File: config.mk
export PLATFORM = sky130hd
export DESIGN_NAME = alu_share_arb_flat
export DESIGN_NICKNAME = d
export VERILOG_FILES = /design/src/rtl/alu_share_arb_if.sv /design/src/rtl/alu_share_arb.sv /design/src/flat_wrapper.sv
export SDC_FILE = /design/constraint.sdc
export NUM_CORES = 2
export LEC_CHECK = 0
export ABC_AREA = 1
export BUFFER_PORTS_ARGS = -buffer_cell sky130_fd_sc_hd__buf_2
export CORE_MARGIN = 5
export CORE_UTILIZATION = 35
export DETAILED_ROUTE_END_ITERATION = 7
export GPL_TIMING_DRIVEN = 0
export HOLD_SLACK_MARGIN = 0.15
export PLACE_DENSITY = 0.62
export SLEW_MARGIN = 5
export SYNTH_ARGS = -nofsm -noshare
export SYNTH_HDL_FRONTEND = slang
export SYNTH_SLANG_ARGS = --single-unit
File: constraint.sdc
create_clock -name clk -period 6.7 [get_ports clk]
set_clock_uncertainty 0.1 [all_clocks]
set_input_delay 0.67 -clock clk [delete_from_list [all_inputs] [get_ports clk]]
set_output_delay 0.67 -clock clk [all_outputs]
set_load 0.005 [all_outputs]
File: src/rtl/alu_share_arb_if.sv
// Request/response bundle between the two execute issue ports and the shared ALU.
// Requesters drive op/operands/tag with valid; the ALU side returns ready and a held result.
// The slave side is the arbiter and the master side is the issue/writeback logic.
interface alu_share_arb_if #(
    parameter int TAG_W = 5
);
    logic             req0_valid;
    logic             req0_ready;
    logic [3:0]       req0_op;
    logic [31:0]      req0_op1;
    logic [31:0]      req0_op2;
    logic [TAG_W-1:0] req0_tag;

    logic             req1_valid;
    logic             req1_ready;
    logic [3:0]       req1_op;
    logic [31:0]      req1_op1;
    logic [31:0]      req1_op2;
    logic [TAG_W-1:0] req1_tag;

    logic             rsp_valid;
    logic             rsp_ready;
    logic             rsp_id;
    logic [TAG_W-1:0] rsp_tag;
    logic [31:0]      rsp_data;

    modport slave (
        input  req0_valid, req0_op, req0_op1, req0_op2, req0_tag,
        output req0_ready,
        input  req1_valid, req1_op, req1_op1, req1_op2, req1_tag,
        output req1_ready,
        output rsp_valid, rsp_id, rsp_tag, rsp_data,
        input  rsp_ready
    );

    modport master (
        output req0_valid, req0_op, req0_op1, req0_op2, req0_tag,
        input  req0_ready,
        output req1_valid, req1_op, req1_op1, req1_op2, req1_tag,
        input  req1_ready,
        input  rsp_valid, rsp_id, rsp_tag, rsp_data,
        output rsp_ready
    );
endinterface

File: src/rtl/alu_share_arb.sv
// Round-robin shares one ALU between two requesters, one registered result slot.
// Latency: 1 cycle for non-MUL ops, MUL_LAT+1 cycles for MUL.
// Backpressure: result held while rsp_ready=0; new accepts only when the slot is free or draining.
module alu_share_arb #(
    parameter int TAG_W   = 5,
    parameter int MUL_LAT = 2
) (
    input  logic           clk,
    input  logic           resetn,
    input  logic           flush,
    output logic           busy,
    alu_share_arb_if.slave bus
);
    localparam logic [3:0] OP_ADD = 4'd0;
    localparam logic [3:0] OP_SUB = 4'd1;
    localparam logic [3:0] OP_SLT = 4'd2;
    localparam logic [3:0] OP_AND = 4'd3;
    localparam logic [3:0] OP_OR  = 4'd4;
    localparam logic [3:0] OP_XOR = 4'd5;
    localparam logic [3:0] OP_SLL = 4'd6;
    localparam logic [3:0] OP_SRL = 4'd7;
    localparam logic [3:0] OP_MUL = 4'd8;
    localparam logic [3:0] OP_OP2 = 4'd9;

    localparam bit         MUL_MULTI = (MUL_LAT > 0);
    localparam logic [3:0] CNT_INIT  = (MUL_LAT > 0) ? 4'(MUL_LAT - 1) : 4'd0;

    typedef enum logic [1:0] {S_IDLE, S_MUL, S_OUT} state_t;

    state_t           state;
    logic             last_grant;
    logic [3:0]       cnt;
    logic [31:0]      mul_a;
    logic [31:0]      mul_b;

    logic             window;
    logic             grant0;
    logic             grant1;
    logic             accept;
    logic [3:0]       sel_op;
    logic [31:0]      sel_a;
    logic [31:0]      sel_b;
    logic [TAG_W-1:0] sel_tag;
    logic [31:0]      alu_res;

    // resetn gates the window so both readies read 0 while reset is held.
    always_comb begin
        window = resetn && !flush &&
                 (state == S_IDLE || (state == S_OUT && bus.rsp_ready));
        grant0 = window && bus.req0_valid && (!bus.req1_valid || last_grant);
        grant1 = window && bus.req1_valid && (!bus.req0_valid || !last_grant);
        accept = grant0 || grant1;
    end

    assign bus.req0_ready = grant0;
    assign bus.req1_ready = grant1;

    always_comb begin
        sel_op  = grant1 ? bus.req1_op  : bus.req0_op;
        sel_a   = grant1 ? bus.req1_op1 : bus.req0_op1;
        sel_b   = grant1 ? bus.req1_op2 : bus.req0_op2;
        sel_tag = grant1 ? bus.req1_tag : bus.req0_tag;
        alu_res = '0;
        case (sel_op)
            OP_ADD:  alu_res = sel_a + sel_b;
            OP_SUB:  alu_res = sel_a - sel_b;
            OP_SLT:  alu_res = {31'd0, $signed(sel_a) < $signed(sel_b)};
            OP_AND:  alu_res = sel_a & sel_b;
            OP_OR:   alu_res = sel_a | sel_b;
            OP_XOR:  alu_res = sel_a ^ sel_b;
            OP_SLL:  alu_res = sel_a << sel_b[4:0];
            OP_SRL:  alu_res = sel_a >> sel_b[4:0];
            OP_MUL:  alu_res = sel_a * sel_b;
            OP_OP2:  alu_res = sel_b;
            default: alu_res = '0;
        endcase
    end

    always_ff @(posedge clk or negedge resetn) begin
        if (!resetn) begin
            state        <= S_IDLE;
            last_grant   <= 1'b1;
            cnt          <= '0;
            mul_a        <= '0;
            mul_b        <= '0;
            busy         <= 1'b0;
            bus.rsp_valid <= 1'b0;
            bus.rsp_id    <= 1'b0;
            bus.rsp_tag   <= '0;
            bus.rsp_data  <= '0;
        end else if (flush) begin
            state         <= S_IDLE;
            cnt           <= '0;
            busy          <= 1'b0;
            bus.rsp_valid <= 1'b0;
        end else begin
            case (state)
                S_MUL: begin
                    if (cnt == 4'd0) begin
                        // Low 32 bits of a product are the same signed or unsigned.
                        bus.rsp_data  <= mul_a * mul_b;
                        bus.rsp_valid <= 1'b1;
                        state         <= S_OUT;
                    end else begin
                        cnt <= cnt - 4'd1;
                    end
                end
                default: begin
                    if (accept) begin
                        last_grant  <= grant1;
                        bus.rsp_id  <= grant1;
                        bus.rsp_tag <= sel_tag;
                        busy        <= 1'b1;
                        if (MUL_MULTI && sel_op == OP_MUL) begin
                            mul_a         <= sel_a;
                            mul_b         <= sel_b;
                            cnt           <= CNT_INIT;
                            bus.rsp_valid <= 1'b0;
                            state         <= S_MUL;
                        end else begin
                            bus.rsp_data  <= alu_res;
                            bus.rsp_valid <= 1'b1;
                            state         <= S_OUT;
                        end
                    end else if (state != S_OUT || bus.rsp_ready) begin
                        bus.rsp_valid <= 1'b0;
                        busy          <= 1'b0;
                        state         <= S_IDLE;
                    end
                end
            endcase
        end
    end
endmodule

File: src/flat_wrapper.sv
// flat-port wrapper written by rule: the top's interface ports become plain ports
module alu_share_arb_flat 
#(
    parameter int TAG_W   = 5,
    parameter int MUL_LAT = 2
)
  (clk, resetn, flush, busy, bus_req0_valid, bus_req0_op, bus_req0_op1, bus_req0_op2, bus_req0_tag, bus_req0_ready, bus_req1_valid, bus_req1_op, bus_req1_op1, bus_req1_op2, bus_req1_tag, bus_req1_ready, bus_rsp_valid, bus_rsp_id, bus_rsp_tag, bus_rsp_data, bus_rsp_ready);
  alu_share_arb_if #(.TAG_W(TAG_W)) bus_i ();
  input  logic clk;
  input  logic resetn;
  input  logic flush;
  output logic busy;
  input wire logic [$bits(bus_i.req0_valid)-1:0] bus_req0_valid;
  input wire logic [$bits(bus_i.req0_op)-1:0] bus_req0_op;
  input wire logic [$bits(bus_i.req0_op1)-1:0] bus_req0_op1;
  input wire logic [$bits(bus_i.req0_op2)-1:0] bus_req0_op2;
  input wire logic [$bits(bus_i.req0_tag)-1:0] bus_req0_tag;
  output wire logic [$bits(bus_i.req0_ready)-1:0] bus_req0_ready;
  input wire logic [$bits(bus_i.req1_valid)-1:0] bus_req1_valid;
  input wire logic [$bits(bus_i.req1_op)-1:0] bus_req1_op;
  input wire logic [$bits(bus_i.req1_op1)-1:0] bus_req1_op1;
  input wire logic [$bits(bus_i.req1_op2)-1:0] bus_req1_op2;
  input wire logic [$bits(bus_i.req1_tag)-1:0] bus_req1_tag;
  output wire logic [$bits(bus_i.req1_ready)-1:0] bus_req1_ready;
  output wire logic [$bits(bus_i.rsp_valid)-1:0] bus_rsp_valid;
  output wire logic [$bits(bus_i.rsp_id)-1:0] bus_rsp_id;
  output wire logic [$bits(bus_i.rsp_tag)-1:0] bus_rsp_tag;
  output wire logic [$bits(bus_i.rsp_data)-1:0] bus_rsp_data;
  input wire logic [$bits(bus_i.rsp_ready)-1:0] bus_rsp_ready;
  assign bus_i.req0_valid = bus_req0_valid;
  assign bus_i.req0_op = bus_req0_op;
  assign bus_i.req0_op1 = bus_req0_op1;
  assign bus_i.req0_op2 = bus_req0_op2;
  assign bus_i.req0_tag = bus_req0_tag;
  assign bus_req0_ready = bus_i.req0_ready;
  assign bus_i.req1_valid = bus_req1_valid;
  assign bus_i.req1_op = bus_req1_op;
  assign bus_i.req1_op1 = bus_req1_op1;
  assign bus_i.req1_op2 = bus_req1_op2;
  assign bus_i.req1_tag = bus_req1_tag;
  assign bus_req1_ready = bus_i.req1_ready;
  assign bus_rsp_valid = bus_i.rsp_valid;
  assign bus_rsp_id = bus_i.rsp_id;
  assign bus_rsp_tag = bus_i.rsp_tag;
  assign bus_rsp_data = bus_i.rsp_data;
  assign bus_i.rsp_ready = bus_rsp_ready;
  alu_share_arb #(.TAG_W(TAG_W), .MUL_LAT(MUL_LAT)) u_core (.clk(clk), .resetn(resetn), .flush(flush), .busy(busy), .bus(bus_i));
endmodule
### Word-level counts from Yosys, hierarchy flattened

Index checks and enable logic that the tools add are counted.

* bits in registers: 111
* word-level logic and storage cells: 98

* add/subtract/negate cells: 3
* multiply operators: 1
* order comparisons: 1
* equal/unequal tests: 17
* shift-type cells: 2
* muxes and demuxes: 29
* bitwise logic cells: 5
* reduce and logical (&&, ||, !) cells: 30

Operators with widths (count)
* 32-bit case mux with 9 select lines: 1
* 32-bit 2-to-1 mux: 6
* 32-bit adder: 1
* 32-bit AND: 1
* 32-bit less-than comparator: 1
* 32-bit by 32-bit multiplier with 32-bit output: 1
* 32-bit bitwise OR: 1
* 32-bit by 5-bit left shift with 32-bit output: 1
* 32-bit by 5-bit >> shifter with 32-bit output: 1
* 32-bit subtractor: 1
* 32-bit XOR: 1
* 4-bit 2-to-1 mux: 6
* 4-bit by 3-bit equality test with 1-bit output (second input constant): 4
* 2-bit 2-to-1 mux: 6
* 1-bit 2-to-1 mux: 9
* 3-bit nonzero test: 3
* 4-bit by 2-bit equality test with 1-bit output (second input constant): 2
* 4-bit equality test (second input constant): 2
* 4-bit zero test: 2
* 4-bit AND reduction: 2
* 1-bit logical AND: 7
* 2-bit inequality test (second input constant): 3
* 3-bit AND reduction: 2
* 1-bit logical OR: 5
* other kinds (14): 19

### Depth between registers and ports, before layout

* depth in word-level cells: 12
* mapped depth: 37

### Worst setup path after synthesis

OpenSTA, ideal clock, no wires.

* kind: reg-to-reg
* from: register u_core.mul_b[5]
* to: register u_core.bus.rsp_data[29]
* setup time: 0.120 ns
* arrival: 6.561 ns
* data required time: 6.480 ns
* setup slack: -0.081 ns
* cell stages (with the launch flop): 31
* path buffers: 2
* period minus slack after synthesis: 6.781 ns
* cells stage by stage: dfrtp_1 clkbuf_1 buf_1 nand2_1 inv_1 fa_1 fa_1 fa_1 inv_1 fa_1 inv_1 fa_1 inv_1 fa_1 inv_1 fa_1 fa_1 ha_1 nand2_1 nor2_1 inv_1 nor3_1 nand4_1 nand3_1 a21oi_1 o21ai_0 a21oi_1 o21ai_0 nand2_1 inv_1 a21oi_1

* cells in the longest elaborated chain, start to end: 3

Ends and longest elaborated chain
* start, declared: line alu_share_arb.sv:34 `logic [31:0] mul_b;`
* start signal, assigned: line alu_share_arb.sv:116 `mul_b <= sel_b;`
* 32-bit by 32-bit multiplier with 32-bit output: line alu_share_arb.sv:101 `bus.rsp_data <= mul_a * mul_b;`
* 32-bit 2-to-1 mux: line alu_share_arb.sv:99 `if (cnt == 4'd0) begin`
* 32-bit 2-to-1 mux: line alu_share_arb.sv:97 `case (state)`
* end signal, assigned: line alu_share_arb.sv:101
* end signal, assigned: line alu_share_arb.sv:121 `bus.rsp_data <= alu_res;`
* end, declared: line alu_share_arb_if.sv:32 `output rsp_valid, rsp_id, rsp_tag, rsp_data,`

Every way passes these cells. The select of a mux whose other input is x is not followed.
A chain may end at the register's enable or synchronous reset.

### Worst setup path in the final report

* from: register u_core.mul_b[7]
* to: register u_core.bus.rsp_data[24]

The elaborated chain is that of the path after synthesis.

==> flow_summary.toml <==
[outcome]
status = "finished with violations"
violations = "design-rule violations, max-capacitance violations, negative setup slack"

[clock_tree]
cts_tree = "built"
cts.sinks = 110
cts_buffers = 9
clk_pin_slew_ns = 0.08
h-tree-depth = 3
clk_latency_ns = 0.38
cts_root_buffer = "clkbuf_16"
cts.path.max_buffers = 2

[route]
postRouteAntennaNets = 0
dr.pass1.iters = 8
wire_per_inst_um = 24.3
vias = 33800
drt_wl_total_um = 153000
drc = 12
drt_iter0_drc = 3979
viasPerCell = 5.38

[critical_path]
crit_start = "u_core.mul_b[7]$_DFFE_PN0P_"
worstPathRequired_ns = 6.87
cp_cell_sequence = "buf_8, nand2_2, inv_2, fa_1, fa_1, fa_1, inv_2, fa_1, inv_1, fa_1, fa_1, fa_2, fa_2, ha_4, nand4_1, nor3_4, nand4_1, nand3_2, a21o_1, a21oi_1, o21ai_1, nand2_1, a21oi_4, nor2_1"
crit_cells = 24
critPathCapture = "u_core.bus.rsp_data[24]$_DFFE_PN0P_"
cp_slowest_stage_delay_ns = 0.59
path_class = "reg -> reg"
r2r_slack_ns = -0.29
cp-end-kind = "flop"
critPathMaxFanout = 6
rr_startpoint = "u_core.mul_b[7]$_DFFE_PN0P_"
path_buf_inv = 4
arrival_ns = 7.17
reg2reg_to = "u_core.bus.rsp_data[24]$_DFFE_PN0P_"
cpMaxStageDelayCell = "fa_2"
start_kind = "flop"
ff2ff_path_depth = 24
cp_common_cell = "fa_1"
critPathTopFamily = "adder cells"

[global_routing]
grt_usage_pct = 30.9
antenna_found_initial = 8
grt_pass1_vias = 33000
overflow = 0
grt_max_degree = 71
grt_pass1_wl_um = 218000

[logic_synthesis]
synthCells = 4812
async_flop_share_pct = 100
ys_ff_latch = 110
synth_cell_type_count = 54
synth_edf_count = 0
yosys_warnings = 0
netlist_area_mm2 = 0.0315
synth_top_area_share_pct = 26.1
ys.flop_type = "dfrtp_1"
synthTopCellsByCount = "nand2_1 (1357), inv_1 (1023), nand3_1 (430), fa_1 (410), nor2_1 (233)"
seq_area_frac_synth_pct = 8.75
synth_area_leaders = "fa_1 (26%), nand2_1 (16%), inv_1 (12%)"
synth_most_common_cell = "nand2_1"
yosysTopAreaCell = "fa_1"
synth_nets = 5596
syn_area_per_cell_um2 = 6.54

[timing]
hold_viol_final = 0
tns_ns = -2.32
fin_ws_ns = -0.293
period_share_pct = 104
rsz0062_at_grt = "yes"
drv_slew = 0
setup_violations = 11
finalCriticalPeriod_ns = 6.99
slew_headroom_pct = 0.847
fmax_mhz = 143
tightest_slew_ns = 1.48

[final_layout]
syn2layout_area_growth_pct = 16.1
drive_gt1_share_pct = 14.6
utilization_pct = 40.8
finalNetCount = 5881

[placement]
dp_hpwl_um = 123000
place.gp.congestion = 1.10
portBuffers = 193
pre_cts_ws_ns = -1.93

[die]
io_pins = 194
fp.dieW_um = 310
start_util_pct = 35.1
rows = 110
die_height_um = 310
core_mm2 = 0.0896
dieArea_mm2 = 0.0960

[min_path]
min_path_type = "in -> async"

[pwr]
power.density_mw_per_mm2 = 394
p_total_w = 0.0144
leakagePower_nw = 20.6
ir_drop_mv = 0.673

[job]
drv_cap = 1
==> cell families (layout without fill, tap and decap cells) <==
family                   count (synthesis)  after routing  share of synthesized area [%]
buffers and inverters                 1276           1566                           15.8
flip-flops                             110            110                           8.75
XOR/XNOR                                26             26                          0.724
other                                    0              3                              0
AND/OR/NAND/NOR                       2201           2201                           29.6
AO/OA/AOI/OAI                          567            567                           10.2
adder cells (fa/ha/maj)                632            632                           34.9
==> what timing repair did <==
item / 4_1_cts / 5_1_grt
gates resized for setup: 356 / 131
pin swaps: 90 / 87
hold buffers: 1 / 0
setup buffers: 87 / 21
endpoints found under the hold margin: 42 / 0
cloned: 1 / 1
setup endpoints to repair: 23 / 19
==> through the flow <==
| stage | hold WS (ns) | cells | cell area, um^2 |
|---|---|---|---|
| floorplan | 0.274 | 4812 | 31500 |
| finish | 0.148 | 6281 | 36500 |
| global route | 0.178 | 6279 | 36500 |
| global placement | 0.368 | 6181 | 33900 |
| CTS | 0.167 | 6260 | 36000 |
| detailed placement | 0.382 | 6182 | 33900 |
==> sequential cells by signal, indices dropped and copies added (netlist names) <==
signal,cells
u_core.mul_b,32
u_core.last_grant,1
u_core.bus.rsp_data,32
u_core.cnt,4
u_core.bus.rsp_id,1
u_core.bus.rsp_tag,5
u_core.mul_a,32
u_core.state,2
u_core.busy,1
==> cell type report <==
class	count	area (um^2)
multi-input combinational	3426	24500
clock inverter	7	86.3
timing repair buffer	304	1980
sequential	110	2810
clock buffer	9	225
fill	9479	53100
tap	1176	1470
inverter	1036	3890
buffer	210	1580
antenna	3	7.51
==> worst min-delay path by stage <==
stage	startpoint	endpoint	slack [ns]	cells past startpoint
after floorplan	resetn	u_core.bus.rsp_data[0]$_DFFE_PN0P_	0.27	0
after global placement	u_core.mul_b[31]$_DFFE_PN0P_	u_core.mul_b[31]$_DFFE_PN0P_	0.37	2
after detailed placement	u_core.cnt[0]$_DFFE_PN0P_	u_core.cnt[0]$_DFFE_PN0P_	0.38	2
after CTS	resetn	u_core.bus.rsp_tag[3]$_DFFE_PN0P_	0.17	2
after global routing	resetn	u_core.bus.rsp_tag[2]$_DFFE_PN0P_	0.18	2
final	resetn	u_core.bus.rsp_tag[1]$_DFFE_PN0P_	0.15	2
==> layout by cell type, fill, tap and decap left out, types with 36 or more instances in the layout <==
cell type / count
fa_1: 374
o21ai_0: 184
a21oi_1: 183
nand4_1: 64
fa_2: 36
buf_4: 108
inv_1: 991
nor2_1: 227
dfrtp_1: 75
inv_2: 41
buf_2: 239
ha_1: 201
clkbuf_1: 68
nand3_1: 426
nand2_1: 1329
==> per-layer routing <==
metal  up-vias  track usage, %  routed length, um  part of all wire [%]
li1      15300               -                  -                     -
met1     16300            39.2              58500                    38
met2      1823            49.1              66800                    44
met3       454            5.39              14400                   9.4
met4         4            19.5              12900                   8.4
met5         -               0                 25                 0.016
==> power by group <==
group / switching [W] / leakage [nW] / internal, W / total [W]
sequential: 0.000327 / 1.34 / 0.000868 / 0.00120
clock: 0.000289 / 0.150 / 0.000299 / 0.000588
combinational: 0.00761 / 19.1 / 0.00498 / 0.0126
total: 0.00822 / 20.6 / 0.00615 / 0.0144
No activity file was read; power rests on OpenSTA's default activity.
